**src/rtl/cmd_parser_pkg.sv**
```systemverilog
// cmd_parser_pkg
// Shared definitions for the button packet parser: FSM state encoding,
// protocol byte constants and a key-character range helper.
// Optional feature macro: CMD_PARSER_CHECKSUM_EN (adds the CHK state).
package cmd_parser_pkg;

  typedef enum logic [2:0] {
    IDLE,
    BANG,
    CMD,
    KEY
`ifdef CMD_PARSER_CHECKSUM_EN
    , CHK
`endif
  } state_t;

  localparam logic [7:0] CH_BANG = 8'h21;  // '!'
  localparam logic [7:0] CH_B_UP = 8'h42;  // 'B'
  localparam logic [7:0] CH_B_LO = 8'h62;  // 'b'
  localparam logic [7:0] CH_ZERO = 8'h30;  // '0'
  localparam logic [7:0] CH_ONE  = 8'h31;  // '1'

  // True for '1' .. '0'+num_keys
  function automatic logic is_key_char(input logic [7:0] b, input int num_keys);
    logic [8:0] hi;
    hi = 9'(CH_ZERO) + 9'(num_keys);
    return (b > CH_ZERO) && ({1'b0, b} <= hi);
  endfunction

endpackage

```
**src/rtl/button_packet_parser_byte_timeout.sv**
```systemverilog
// byte_timeout
// Inter-byte watchdog. A down-counter is reloaded on every consumed byte and
// counts down while enabled; expired is raised combinationally on the cycle
// whose closing edge is the TIMEOUT_CYCLES-th idle edge after the last byte.
// Ports:
//   clk     - clock
//   rst     - asynchronous active-high reset
//   clear   - reload the counter (a byte was consumed)
//   enable  - count (parser is mid-packet)
//   expired - terminal count reached while enabled
module byte_timeout #(
  parameter int unsigned TIMEOUT_CYCLES = 1_000_000
) (
  input  logic clk,
  input  logic rst,
  input  logic clear,
  input  logic enable,
  output logic expired
);

  localparam int unsigned CNT_W = (TIMEOUT_CYCLES > 1) ? $clog2(TIMEOUT_CYCLES) : 1;
  localparam logic [CNT_W-1:0] LOAD = CNT_W'(TIMEOUT_CYCLES - 1);

  logic [CNT_W-1:0] r_cnt;

  always_ff @(posedge clk or posedge rst) begin
    if (rst) begin
      r_cnt <= '0;
    end else if (clear) begin
      r_cnt <= LOAD;
    end else if (enable && (r_cnt != '0)) begin
      r_cnt <= r_cnt - 1'b1;
    end
  end

  assign expired = enable && (r_cnt == '0);

endmodule

```
**src/rtl/button_packet_parser.sv**
```systemverilog
// button_packet_parser
// Parses key packets from a UART byte stream: '!', 'B'/'b', key char,
// press char ('0'/'1') and, when CMD_PARSER_CHECKSUM_EN is defined, a
// checksum byte equal to ~(sum of the four preceding bytes).
// Ports:
//   clk        - clock
//   rst        - asynchronous active-high reset
//   drive_line - byte strobe, one cycle per byte
//   data_in    - received byte
//   key_val    - 1-based key of last accepted packet
//   press      - press(1)/release(0) of last accepted packet
//   ready      - one-cycle pulse on acceptance
//   key_state  - held-key bitmap, bit k-1 for key k
//   err        - one-cycle pulse on malformed packet, bad checksum or timeout
// Optional feature macro: CMD_PARSER_CHECKSUM_EN
module button_packet_parser
  import cmd_parser_pkg::*;
#(
  parameter int NUM_KEYS       = 8,
  parameter int TIMEOUT_CYCLES = 1_000_000,
  localparam int KEY_W         = $clog2(NUM_KEYS + 1)
) (
  input  logic                clk,
  input  logic                rst,
  input  logic                drive_line,
  input  logic [7:0]          data_in,
  output logic [KEY_W-1:0]    key_val,
  output logic                press,
  output logic                ready,
  output logic [NUM_KEYS-1:0] key_state,
  output logic                err
);

  state_t r_state;
  state_t w_next_state;

  logic [KEY_W-1:0]    r_key;
  logic [KEY_W-1:0]    r_key_val;
  logic                r_press;
  logic                r_ready;
  logic                r_err;
  logic [NUM_KEYS-1:0] r_key_state;

  logic w_accept;
  logic w_err;
  logic w_latch_key;
  logic w_acc_press;
  logic w_expired;
  logic w_busy;

  assign w_busy = (r_state != IDLE);

  byte_timeout #(
    .TIMEOUT_CYCLES(TIMEOUT_CYCLES)
  ) u_byte_timeout (
    .clk    (clk),
    .rst    (rst),
    .clear  (drive_line),
    .enable (w_busy),
    .expired(w_expired)
  );

`ifdef CMD_PARSER_CHECKSUM_EN
  logic       r_press_lat;
  logic [7:0] r_acc;
  logic       w_latch_press;

  assign w_acc_press = r_press_lat;
`else
  // Without checksum the press char is the final byte itself.
  assign w_acc_press = data_in[0];
`endif

  always_comb begin
    w_next_state = r_state;
    w_accept     = 1'b0;
    w_err        = 1'b0;
    w_latch_key  = 1'b0;
`ifdef CMD_PARSER_CHECKSUM_EN
    w_latch_press = 1'b0;
`endif
    if (drive_line) begin
      case (r_state)
        IDLE: begin
          if (data_in == CH_BANG) w_next_state = BANG;
        end
        BANG: begin
          if ((data_in == CH_B_UP) || (data_in == CH_B_LO)) begin
            w_next_state = CMD;
          end else if (data_in != CH_BANG) begin
            w_err        = 1'b1;
            w_next_state = IDLE;
          end
        end
        CMD: begin
          if (is_key_char(data_in, NUM_KEYS)) begin
            w_latch_key  = 1'b1;
            w_next_state = KEY;
          end else if (data_in == CH_BANG) begin
            w_err        = 1'b1;
            w_next_state = BANG;
          end else begin
            w_err        = 1'b1;
            w_next_state = IDLE;
          end
        end
        KEY: begin
          if ((data_in == CH_ZERO) || (data_in == CH_ONE)) begin
`ifdef CMD_PARSER_CHECKSUM_EN
            w_latch_press = 1'b1;
            w_next_state  = CHK;
`else
            w_accept      = 1'b1;
            w_next_state  = IDLE;
`endif
          end else begin
            w_err        = 1'b1;
            w_next_state = IDLE;
          end
        end
`ifdef CMD_PARSER_CHECKSUM_EN
        CHK: begin
          if (data_in == ~r_acc) w_accept = 1'b1;
          else                   w_err    = 1'b1;
          w_next_state = IDLE;
        end
`endif
        default: w_next_state = IDLE;
      endcase
    end else if (w_expired) begin
      // A byte on the expiry cycle takes priority over the timeout.
      w_err        = 1'b1;
      w_next_state = IDLE;
    end
  end

  always_ff @(posedge clk or posedge rst) begin
    if (rst) r_state <= IDLE;
    else     r_state <= w_next_state;
  end

  always_ff @(posedge clk or posedge rst) begin
    if (rst) begin
      r_key       <= '0;
      r_key_val   <= '0;
      r_press     <= 1'b0;
      r_ready     <= 1'b0;
      r_err       <= 1'b0;
      r_key_state <= '0;
    end else begin
      r_ready <= w_accept;
      r_err   <= w_err;
      if (w_latch_key) r_key <= KEY_W'(data_in - CH_ZERO);
      if (w_accept) begin
        r_key_val <= r_key;
        r_press   <= w_acc_press;
        for (int k = 0; k < NUM_KEYS; k++) begin
          if (r_key == KEY_W'(k + 1)) r_key_state[k] <= w_acc_press;
        end
      end
    end
  end

`ifdef CMD_PARSER_CHECKSUM_EN
  // Every '!' that lands in BANG restarts the sum; other bytes accumulate.
  always_ff @(posedge clk or posedge rst) begin
    if (rst) begin
      r_acc       <= '0;
      r_press_lat <= 1'b0;
    end else if (drive_line) begin
      r_acc <= (w_next_state == BANG) ? CH_BANG : r_acc + data_in;
      if (w_latch_press) r_press_lat <= data_in[0];
    end
  end
`endif

  assign key_val   = r_key_val;
  assign press     = r_press;
  assign ready     = r_ready;
  assign err       = r_err;
  assign key_state = r_key_state;

endmodule

```
**config.mk**
```make
export PLATFORM = sky130hd
export DESIGN_NAME = button_packet_parser
export DESIGN_NICKNAME = d
export VERILOG_FILES = /design/src/rtl/cmd_parser_pkg.sv /design/src/rtl/button_packet_parser_byte_timeout.sv /design/src/rtl/button_packet_parser.sv
export SDC_FILE = /design/constraint.sdc
export NUM_CORES = 1
export LEC_CHECK = 0
export BUFFER_PORTS_ARGS = -buffer_cell sky130_fd_sc_hd__buf_2
export CAP_MARGIN = 30
export CORE_ASPECT_RATIO = 0.6
export CORE_MARGIN = 2
export CORE_UTILIZATION = 60
export CTS_CLUSTER_SIZE = 16
export DETAILED_ROUTE_END_ITERATION = 10
export HOLD_SLACK_MARGIN = 0.1
export PLACE_DENSITY = 0.79
export SYNTH_ARGS = -nofsm -noshare
export SYNTH_HDL_FRONTEND = slang
export SYNTH_SLANG_ARGS = --single-unit
```
**constraint.sdc**
```tcl
create_clock -name clk -period 5.2 [get_ports clk]
set_input_delay 0.26 -clock clk [delete_from_list [all_inputs] [get_ports clk]]
set_output_delay 0.26 -clock clk [all_outputs]
set_load 0.03 [all_outputs]
```
==> results of run 1 <==
## through the flow
stage	worst slack (ps)	std cells	hold slack [ps]
after global routing	2720	284	309
after global placement	2890	275	417
final	2910	284	292
after floorplan	3340	214	381
after detailed placement	2800	275	418
after CTS	2900	284	285
## power by group through the flow
stage | Clock [µW] | Combinational, µW | Sequential, µW
floorplan | 0 | 18.5 | 327
global placement | 0 | 30.1 | 326
detailed placement | 0 | 30.6 | 326
CTS | 229 | 31.3 | 320
global route | 241 | 35.0 | 320
finish | 226 | 30.8 | 320
## critical path, stage by stage (launching register included)
cell	delay (ps)
dfrtp_1	400
inv_1	110
ha_1	150
nor4b_1	240
and4_1	720
a21boi_0	350
mux2i_1	190
## registers in the layout (all words and copies together) (netlist names)
signal                flops
r_state                   2
u_byte_timeout.r_cnt     20
key_state                 8
press                     1
key_val                   4
ready                     1
r_key                     4
err                       1
## routing by layer
layer / track usage [%] / vias to the layer above / wire (µm)
met5: 0 / - / 0
met4: 6.61 / 0 / 29
met3: 6.30 / 5 / 266
met2: 30.8 / 55 / 1770
met1: 35.8 / 804 / 2450
li1: - / 839 / -
## layout make-up
type | instances | area [µm²]
fill | 284 | 1150
clock inverter | 2 | 13.8
sequential | 41 | 1030
inverter | 7 | 26.3
multi-input combinational | 154 | 1200
clock buffer | 6 | 82.6
timing repair buffer | 27 | 143
tap | 47 | 58.8
## how the worst max path moves through the flow
stage	endpoint	slack, ps	cells past startpoint
3_5_place_dp	key_state[0]$_DFFE_PP0P_	2800	5
2_1_floorplan	u_byte_timeout.r_cnt[6]$_DFFE_PP0P_	3340	6
5_1_grt	u_byte_timeout.r_cnt[0]$_DFFE_PP0P_	2720	4
6_report	u_byte_timeout.r_cnt[0]$_DFFE_PP0P_	2910	6
3_3_place_gp	key_state[0]$_DFFE_PP0P_	2890	5
4_1_cts	u_byte_timeout.r_cnt[0]$_DFFE_PP0P_	2900	6
## cell usage in the layout (no fill, tap or decap), types with 2 or more instances in the layout
| cell type | Yosys | routed |
|---|---|---|
| inv_1 | 7 | 7 |
| nand3_1 | 7 | 7 |
| mux2i_1 | 8 | 8 |
| nand4b_2 | 2 | 2 |
| o21ai_0 | 3 | 3 |
| nor4_1 | 8 | 8 |
| nand2_1 | 3 | 3 |
| buf_2 | 2 | 25 |
| o31ai_1 | 3 | 3 |
| ha_1 | 2 | 2 |
| dfrtp_1 | 41 | 41 |
| or3_1 | 4 | 4 |
| or4_1 | 2 | 2 |
| and2_1 | 2 | 2 |
| nand4_1 | 2 | 2 |
| a31oi_1 | 2 | 2 |
| mux2_2 | 21 | 21 |
| o311ai_0 | 2 | 2 |
| nand3b_1 | 2 | 2 |
| clkbuf_8 | 0 | 6 |
| nand4b_1 | 4 | 4 |
| mux2_4 | 2 | 2 |
| nor4b_1 | 3 | 3 |
| nor2b_1 | 12 | 12 |
| a211oi_1 | 2 | 2 |
| a21oi_1 | 6 | 6 |
| nor2_1 | 25 | 25 |
| nor3_1 | 2 | 2 |
| or3_4 | 2 | 2 |
| nor4_4 | 2 | 2 |
| a211o_1 | 3 | 3 |
| or2_2 | 2 | 2 |
## cells by family after synthesis
group | Yosys count | synth area share (%)
AND/OR/NAND/NOR | 94 | 27.2
flip-flops | 41 | 44.1
multiplexers | 31 | 14.9
AO/OA/AOI/OAI | 26 | 8.23
buffers and inverters | 19 | 4.04
adder cells (fa/ha/maj) | 2 | 1.08
XOR/XNOR | 1 | 0.377
## repair_timing
item	in CTS	in global routing
hold buffers	1	0
resized for setup	0	0
hold endpoints to repair	15	0
==> results.yml, run 1 <==
status:
  outcome: "complete, no violations"
detailed_routing:
  drt_iter0_markers: 147
  antenna_left: 0
  drcViolationCount: 0
  dr.pass1.iters: 4
  vias: 1703
  vias_per_cell: 6.00
  wl_per_cell_um: 15.9
  drt-total-wl_um: 4520
pwr:
  p_sw_share_pct: 24.2
  p_int_uw: 437
  clkPwrFrac_pct: 39.2
  leakagePower_uw: 0.00111
  combPwrFrac_pct: 5.3
  powerDensity_nw_per_um2: 226
  seq_power_share_pct: 55.4
  peakVddDrop_v: 0.000167
  power_uw: 577
  p_sw_uw: 140
sta:
  rsz0062_at_grt: "no"
  slew_headroom_pct: 45.9
  tns_ps: 0
  period_share_pct: 44.0
  setup_viol: 0
  clock_skew_ps: 8.66
  hold_viol_final: 0
  fmax_ghz: 0.437
  max_slew.worst_pin.slew_ps: 806
  period_needed_ps: 2290
  drv_slew: 0
worst_hold_path:
  hold_start: "data_in[2]"
  hold_path.class: "input pin to flop"
  min_path_cells: 2
  min_to: "r_key[2]$_DFFE_PP0P_"
setup_path:
  r2r-end: "u_byte_timeout.r_cnt[0]$_DFFE_PP0P_"
  cp-end-kind: "flop"
  r2r_slack_ps: 2910
  start_kind: "flop"
  path_class: "flop to flop"
  r2r_cells: 6
  crit_required_ps: 5360
  critPathArrivalTime_ps: 2450
  setup.worst_path.start: "u_byte_timeout.r_cnt[0]$_DFFE_PP0P_"
  cp_max_fo: 22
  rr_startpoint: "u_byte_timeout.r_cnt[0]$_DFFE_PP0P_"
die:
  die-area_um2: 4400
  die_w_um: 84.4
  start_util_pct: 62.8
  io_pins: 26
  num_rows: 17
  core_area_um2: 3700
  fp.dieH_um: 52.2
logic_synthesis:
  syn-num-nets: 227
  postSynthAreaPerCell_um2: 10.9
  yosys_register_bits: 41
  yosysMostFrequentCell: "dfrtp_1"
  synthTopCellsByCount: "41 x dfrtp_1, 25 x nor2_1, 21 x mux2_2"
  synth_top_cell_by_area: "dfrtp_1"
  ys_top_cells_by_area: "dfrtp_1 44%, mux2_2 10%, nor2_1 4.0%"
  async_reset_ff_share_pct: 100
  synth_seq_area_share_pct: 44.1
  synth.distinct_cells: 51
  ys_warn_count: 0
  synth_edf_count: 0
  synth-main-ff-cell: "dfrtp_1"
  syn_area_um2: 2320
  yosysTopAreaCellShare_pct: 44.1
  syn_inst: 214
clocking:
  cts_sinks: 41
  clkLatencyLatePin_ps: 300
  cts_max_path_buffers: 2
  numCtsBuffers: 5
  clk_pin_slew_worst_paths_ps: 80
  cts_root_buf: "clkbuf_8"
  postCtsSetupBuffers: 0
  htreeDepth: 2
  cts_tree: "yes"
grt:
  grt_pass1_vias: 1601
  grt_use_total_pct: 23.0
  gr-total-overflow: 0
  antenna_found_initial: 0
  grt_start_max_net_pins: 42
  grt_pass1_wl_um: 7820
final_layout:
  final_net_count: 249
  n_antenna_cell: 0
  area_growth_pct: 9.90
  fin_util_pct: 69.0
  drive_gt1_share_pct: 30.4
  fin_area_um2: 2550
job:
  drv_cap: 0
placement:
  dp_hpwl_um: 3140
  numPortBuffers: 25
  placed_area_um2: 2450
  gp_congestion: 0.797
Power figures use the tool's default switching activity.
==> inputs of run 2 (changes only) <==
Settings changed: ABC_AREA set to 1, CORE_UTILIZATION 60 to 53, PLACE_DENSITY 0.79 to 0.74.
Clock period 5.2 ns to 1.85 ns, I/O delays scaled along.
==> results.yml, run 2 <==
placement:
  placed_area_um2: 2740
  dp_hpwl_um: 4660
  gp_congestion: 0.968
  numPortBuffers: 25
logic_synthesis:
  synth-main-ff-cell: "dfrtp_1"
  async_reset_ff_share_pct: 100
  synth_top_cell_by_area: "dfrtp_1"
  yosys_register_bits: 41
  syn-num-nets: 385
  synthTopCellsByCount: "119 x nand2_1, 52 x nand3_1, 47 x nor2_1"
  synth_seq_area_share_pct: 40.8
  syn_area_um2: 2520
  synth.distinct_cells: 26
  ys_warn_count: 0
  ys_top_cells_by_area: "dfrtp_1 41%, nand2_1 18%, nand3_1 10%"
  yosysMostFrequentCell: "nand2_1"
  synth_edf_count: 0
  syn_inst: 372
  postSynthAreaPerCell_um2: 6.76
  yosysTopAreaCellShare_pct: 40.8
status:
  outcome: "complete, no violations"
worst_hold_path:
  hold_path.class: "input pin to flop"
  min_to: "r_key[2]$_DFFE_PP0P_"
  min_path_cells: 3
  hold_start: "data_in[2]"
job:
  drv_cap: 0
final_layout:
  largest_register: "u_byte_timeout.r_cnt"
  final_common_cell: "nand2_1"
  n_fill_cell: 434
  fin_area_um2: 2890
  regArea_um2: 1030
  area_growth_pct: 14.8
  largest_register_ffs: 20
  n_antenna_cell: 0
  drive_gt1_share_pct: 14.9
  layout_common_cells: "119 x nand2_1, 52 x nand3_1, 46 x nor2_1"
  multi_input_area_um2: 1270
  final_net_count: 421
sta:
  rsz0062_at_grt: "no"
  fmax_ghz: 0.588
  slew_headroom_pct: 65.1
  tns_ps: 0
  period_share_pct: 92.0
  hold_viol_final: 0
  drv_slew: 0
  clock_skew_ps: 9.80
  setup_viol: 0
  period_needed_ps: 1700
  max_slew.worst_pin.slew_ps: 524
die:
  io_pins: 26
  core_area_um2: 4560
  num_rows: 19
  fp.dieH_um: 57.4
  die-area_um2: 5330
  die_w_um: 93.0
  start_util_pct: 55.1
detailed_routing:
  drt-total-wl_um: 6240
  dr.pass1.iters: 5
  vias_per_cell: 5.20
  drcViolationCount: 0
  vias: 2456
  drt_iter0_markers: 226
  antenna_left: 0
  wl_per_cell_um: 13.2
setup_path:
  crit_required_ps: 2100
  cpPeakStageDelay_ps: 420
  path_class: "flop to flop"
  r2r_cells: 9
  cp-end-kind: "flop"
  worstPathCellList: "inv_2 > ha_1 > nand2_1 > nor2_2 > nand3_4 > nand2_4 > buf_4 > nand3_1 > nand2_1"
  cp_max_fo: 13
  rr_startpoint: "u_byte_timeout.r_cnt[0]$_DFFE_PP0P_"
  cp_common_cell: "nand2_1"
  start_kind: "flop"
  r2r-end: "u_byte_timeout.r_cnt[6]$_DFFE_PP0P_"
  critPathArrivalTime_ps: 1950
  critPathTopFamily: "simple AND/OR/NAND/NOR gates"
  crit_slowest_cell: "dfrtp_1"
  cp_num_buf_inv: 2
  r2r_slack_ps: 150
pwr:
  powerDensity_nw_per_um2: 974
  leakagePower_uw: 0.00153
  peakVddDrop_v: 0.000558
grt:
  grt_pass1_wl_um: 10400
  grt_start_max_net_pins: 42
  antenna_found_initial: 0
  grt_pass1_vias: 2135
  gr-total-overflow: 0
  grt_use_total_pct: 25.3
clocking:
  htreeDepth: 2
  cts_tree: "yes"
  cts_root_buf: "clkbuf_8"
  numCtsBuffers: 5
  cts_max_path_buffers: 2
  clk_pin_slew_worst_paths_ps: 90
  cts_sinks: 41
  clkLatencyLatePin_ps: 310
-- run 2: cell types whose count changed in the layout (fill, tap and decap cells not counted), moves of 7 or more --
cell and change:
o21ai_1 +22, nand4_1 +11, mux2i_1 -8, mux2_2 -21
nand3_1 +45, inv_2 +7, nor4_1 -8, nor2_1 +21
nand2_1 +116, nor2_2 +7, nor2b_1 -12, inv_1 +30
buf_4 +9
-- run 2: layer usage --
| metal | wire length (µm) | vias up | global-route usage (%) |
|---|---|---|---|
| met4 | 69 | 0 | 6.93 |
| met3 | 509 | 7 | 5.02 |
| li1 | - | 1258 | - |
| met2 | 2370 | 82 | 35.2 |
| met5 | 0 | - | 0 |
| met1 | 3280 | 1109 | 39.9 |
-- run 2: worst max-delay path by stage --
stage | startpoint | endpoint | slack [ps] | depth (start not counted)
floorplan | u_byte_timeout.r_cnt[0]$_DFFE_PP0P_ | u_byte_timeout.r_cnt[4]$_DFFE_PP0P_ | 360 | 10
global placement | u_byte_timeout.r_cnt[0]$_DFFE_PP0P_ | u_byte_timeout.r_cnt[16]$_DFFE_PP0P_ | 200 | 9
detailed placement | u_byte_timeout.r_cnt[0]$_DFFE_PP0P_ | u_byte_timeout.r_cnt[16]$_DFFE_PP0P_ | 140 | 9
CTS | u_byte_timeout.r_cnt[0]$_DFFE_PP0P_ | u_byte_timeout.r_cnt[16]$_DFFE_PP0P_ | 120 | 9
global route | u_byte_timeout.r_cnt[0]$_DFFE_PP0P_ | u_byte_timeout.r_cnt[16]$_DFFE_PP0P_ | 20 | 9
finish | u_byte_timeout.r_cnt[0]$_DFFE_PP0P_ | u_byte_timeout.r_cnt[6]$_DFFE_PP0P_ | 150 | 9
-- run 2: cell families after synthesis --
family / Yosys count / share of synthesized area [%]
AND/OR/NAND/NOR: 246 / 43.0
buffers and inverters: 53 / 8.85
flip-flops: 41 / 40.8
AO/OA/AOI/OAI: 27 / 5.37
XOR/XNOR: 3 / 1.04
adder cells (fa/ha/maj): 2 / 0.994
-- run 2: final cells by class --
| type | count | area share [%] |
|---|---|---|
| clock buffers | 6 | 2.86 |
| clock inverters | 2 | 1.30 |
| inverters | 45 | 5.85 |
| multi-input cells | 278 | 44.1 |
| flip-flops and latches | 41 | 35.5 |
| well taps | 63 | 2.73 |
| repair buffers | 37 | 7.62 |
-- run 2: worst min-delay path: cells and delay by family --
family | cells | cell delay, ps
buf+inv | 2 | 150
compound gates | 1 | 120
-- run 2: metrics by stage --
step | util [%] | hold WS, ps | worst slack (ps) | std cells | total power [µW]
floorplan | - | 265 | 359 | 372 | 1800
global placement | 60.1 | 251 | 201 | 462 | 2000
detailed placement | 60.1 | 250 | 140 | 462 | 2020
CTS | 63.1 | 100 | 125 | 472 | 2800
global route | 63.3 | 115 | 22.9 | 472 | 2990
finish | 63.3 | 104 | 149 | 472 | 2810
-- run 2: power by group --
part	switching [µW]	internal, µW	total [µW]
clock	342	439	781
sequential	146	1010	1150
combinational	596	286	882
total	1080	1730	2810
-- run 2: what timing repair did --
item	4_1_cts	5_1_grt
hold endpoints to repair	42	0
buffers inserted	0	0
endpoints found under the setup margin	0	4
hold buffers	2	0
resized for setup	0	2
==> inputs of run 3 (changes only) <==
Settings changed: RECOVER_POWER set to 100.
==> results.yml, run 3 (synthesis results as in run 2) <==
clocking:
  cts_max_path_buffers: 2
  clkLatencyLatePin_ps: 310
  numCtsBuffers: 5
  htreeDepth: 2
  cts_sinks: 41
  cts_root_buf: "clkbuf_8"
  clk_pin_slew_worst_paths_ps: 90
  cts_tree: "yes"
final_layout:
  area_growth_pct: 13.6
  final_common_cell: "nand2_1"
  drive_gt1_share_pct: 10.0
  largest_register_ffs: 20
  largest_register: "u_byte_timeout.r_cnt"
  layout_common_cells: "119 x nand2_1, 52 x nand3_1, 48 x nor2_1"
  n_fill_cell: 441
  n_antenna_cell: 0
  final_net_count: 421
  multi_input_area_um2: 1260
  fin_area_um2: 2860
  fin_util_pct: 62.6
  regArea_um2: 1030
setup_path:
  path_class: "flop to flop"
  worstPathCellList: "inv_2 > ha_1 > nand2_1 > nor2_2 > nand3_4 > nand2_4 > buf_4 > nand3_1 > nand2_1"
  cp-end-kind: "flop"
  cp_max_fo: 13
  cpPeakStageDelay_ps: 420
  rr_startpoint: "u_byte_timeout.r_cnt[0]$_DFFE_PP0P_"
  r2r-end: "u_byte_timeout.r_cnt[6]$_DFFE_PP0P_"
  cp_common_cell: "nand2_1"
  r2r_slack_ps: 130
  crit_required_ps: 2100
  r2r_cells: 9
  start_kind: "flop"
  critPathArrivalTime_ps: 1970
  crit_slowest_cell: "dfrtp_1"
sta:
  holdWs_ps: 121
  drv_slew: 0
  max_slew.worst_pin.slew_ps: 1030
  setup_viol: 0
  rsz0062_at_grt: "no"
  hold_viol_final: 0
  fmax_ghz: 0.580
  period_share_pct: 93.1
  slew_headroom_pct: 31.3
  clock_skew_ps: 11.0
  period_needed_ps: 1720
  tns_ps: 0
detailed_routing:
  drt-total-wl_um: 6250
  wl_per_cell_um: 13.2
  vias: 2492
  antenna_left: 0
  dr.pass1.iters: 5
  drt_iter0_markers: 207
  drcViolationCount: 0
  vias_per_cell: 5.28
die:
  start_util_pct: 55.1
  io_pins: 26
  die_w_um: 93.0
  num_rows: 19
  die-area_um2: 5330
  core_area_um2: 4560
  fp.dieH_um: 57.4
grt:
  met3_usage_pct: 5.02
  gr-total-overflow: 0
  grt_pass1_vias: 2135
  grt_start_max_net_pins: 42
  grt_pass1_wl_um: 10400
  antenna_found_initial: 0
  top_usage_layer: "met1"
  grtUsageMet1_pct: 39.9
  grt_use_total_pct: 25.3
  grt_use_met2_pct: 35.2
placement:
  dp_hpwl_um: 4660
  placed_area_um2: 2740
  numPortBuffers: 25
  gp_congestion: 0.968
job:
  drv_cap: 0
pwr:
  powerDensity_nw_per_um2: 981
  power_uw: 2800
  peakVddDrop_v: 0.000553
  leakagePower_uw: 0.00146
status:
  outcome: "complete, no violations"
worst_hold_path:
  min_path_cells: 3
  hold_path.class: "input pin to flop"
  min_to: "r_key[3]$_DFFE_PP0P_"
  hold_start: "data_in[3]"
-- run 3: final cells by class --
type                            count  area share, %
Inverter                           45           5.91
Timing Repair Buffer               37           6.96
Tap cell                           63           2.76
Multi-Input combinational cell    278           44.3
Sequential cell                    41           35.9
Clock buffer                        6           2.89
Clock inverter                      2           1.31
-- run 3: where the power goes --
part / total (µW) / internal [µW] / switching [µW]
clock network: 787 / 439 / 348
logic: 868 / 278 / 589
registers: 1150 / 1010 / 145
total: 2800 / 1720 / 1080
-- run 3: layer usage --
| metal | up-vias | share of wire [%] |
|---|---|---|
| li1 | 1255 | - |
| met4 | 0 | 0.98 |
| met1 | 1130 | 53 |
| met5 | - | 0 |
| met3 | 6 | 8.1 |
| met2 | 101 | 38 |
-- run 3: what timing repair did --
item,in CTS,in global routing
endpoints found under the setup margin,0,4
setup buffers,0,0
hold endpoints to repair,42,0
hold buffers,2,0
resized for setup,0,2
-- run 3: how the worst max path moves through the flow --
stage	cells past startpoint	endpoint	start	slack [ps]
floorplan	10	u_byte_timeout.r_cnt[4]$_DFFE_PP0P_	u_byte_timeout.r_cnt[0]$_DFFE_PP0P_	360
global placement	9	u_byte_timeout.r_cnt[16]$_DFFE_PP0P_	u_byte_timeout.r_cnt[0]$_DFFE_PP0P_	200
detailed placement	9	u_byte_timeout.r_cnt[16]$_DFFE_PP0P_	u_byte_timeout.r_cnt[0]$_DFFE_PP0P_	140
CTS	9	u_byte_timeout.r_cnt[16]$_DFFE_PP0P_	u_byte_timeout.r_cnt[0]$_DFFE_PP0P_	120
global route	10	key_val[1]$_DFFE_PP0P_	data_in[1]	20
finish	9	u_byte_timeout.r_cnt[6]$_DFFE_PP0P_	u_byte_timeout.r_cnt[0]$_DFFE_PP0P_	130
-- run 3: critical path, delay by kind of cell, from the launching register on --
kind | cells | cell delay [ps]
flops | 1 | 420
buf+inv | 2 | 370
fa+ha+maj | 1 | 200
simple gates | 6 | 670
-- run 3: stage by stage --
stage                     instances  worst slack [ps]
after floorplan                 372               359
after global placement          462               201
after detailed placement        462               140
after CTS                       472               125
after global routing            472              15.6
final                           472               127
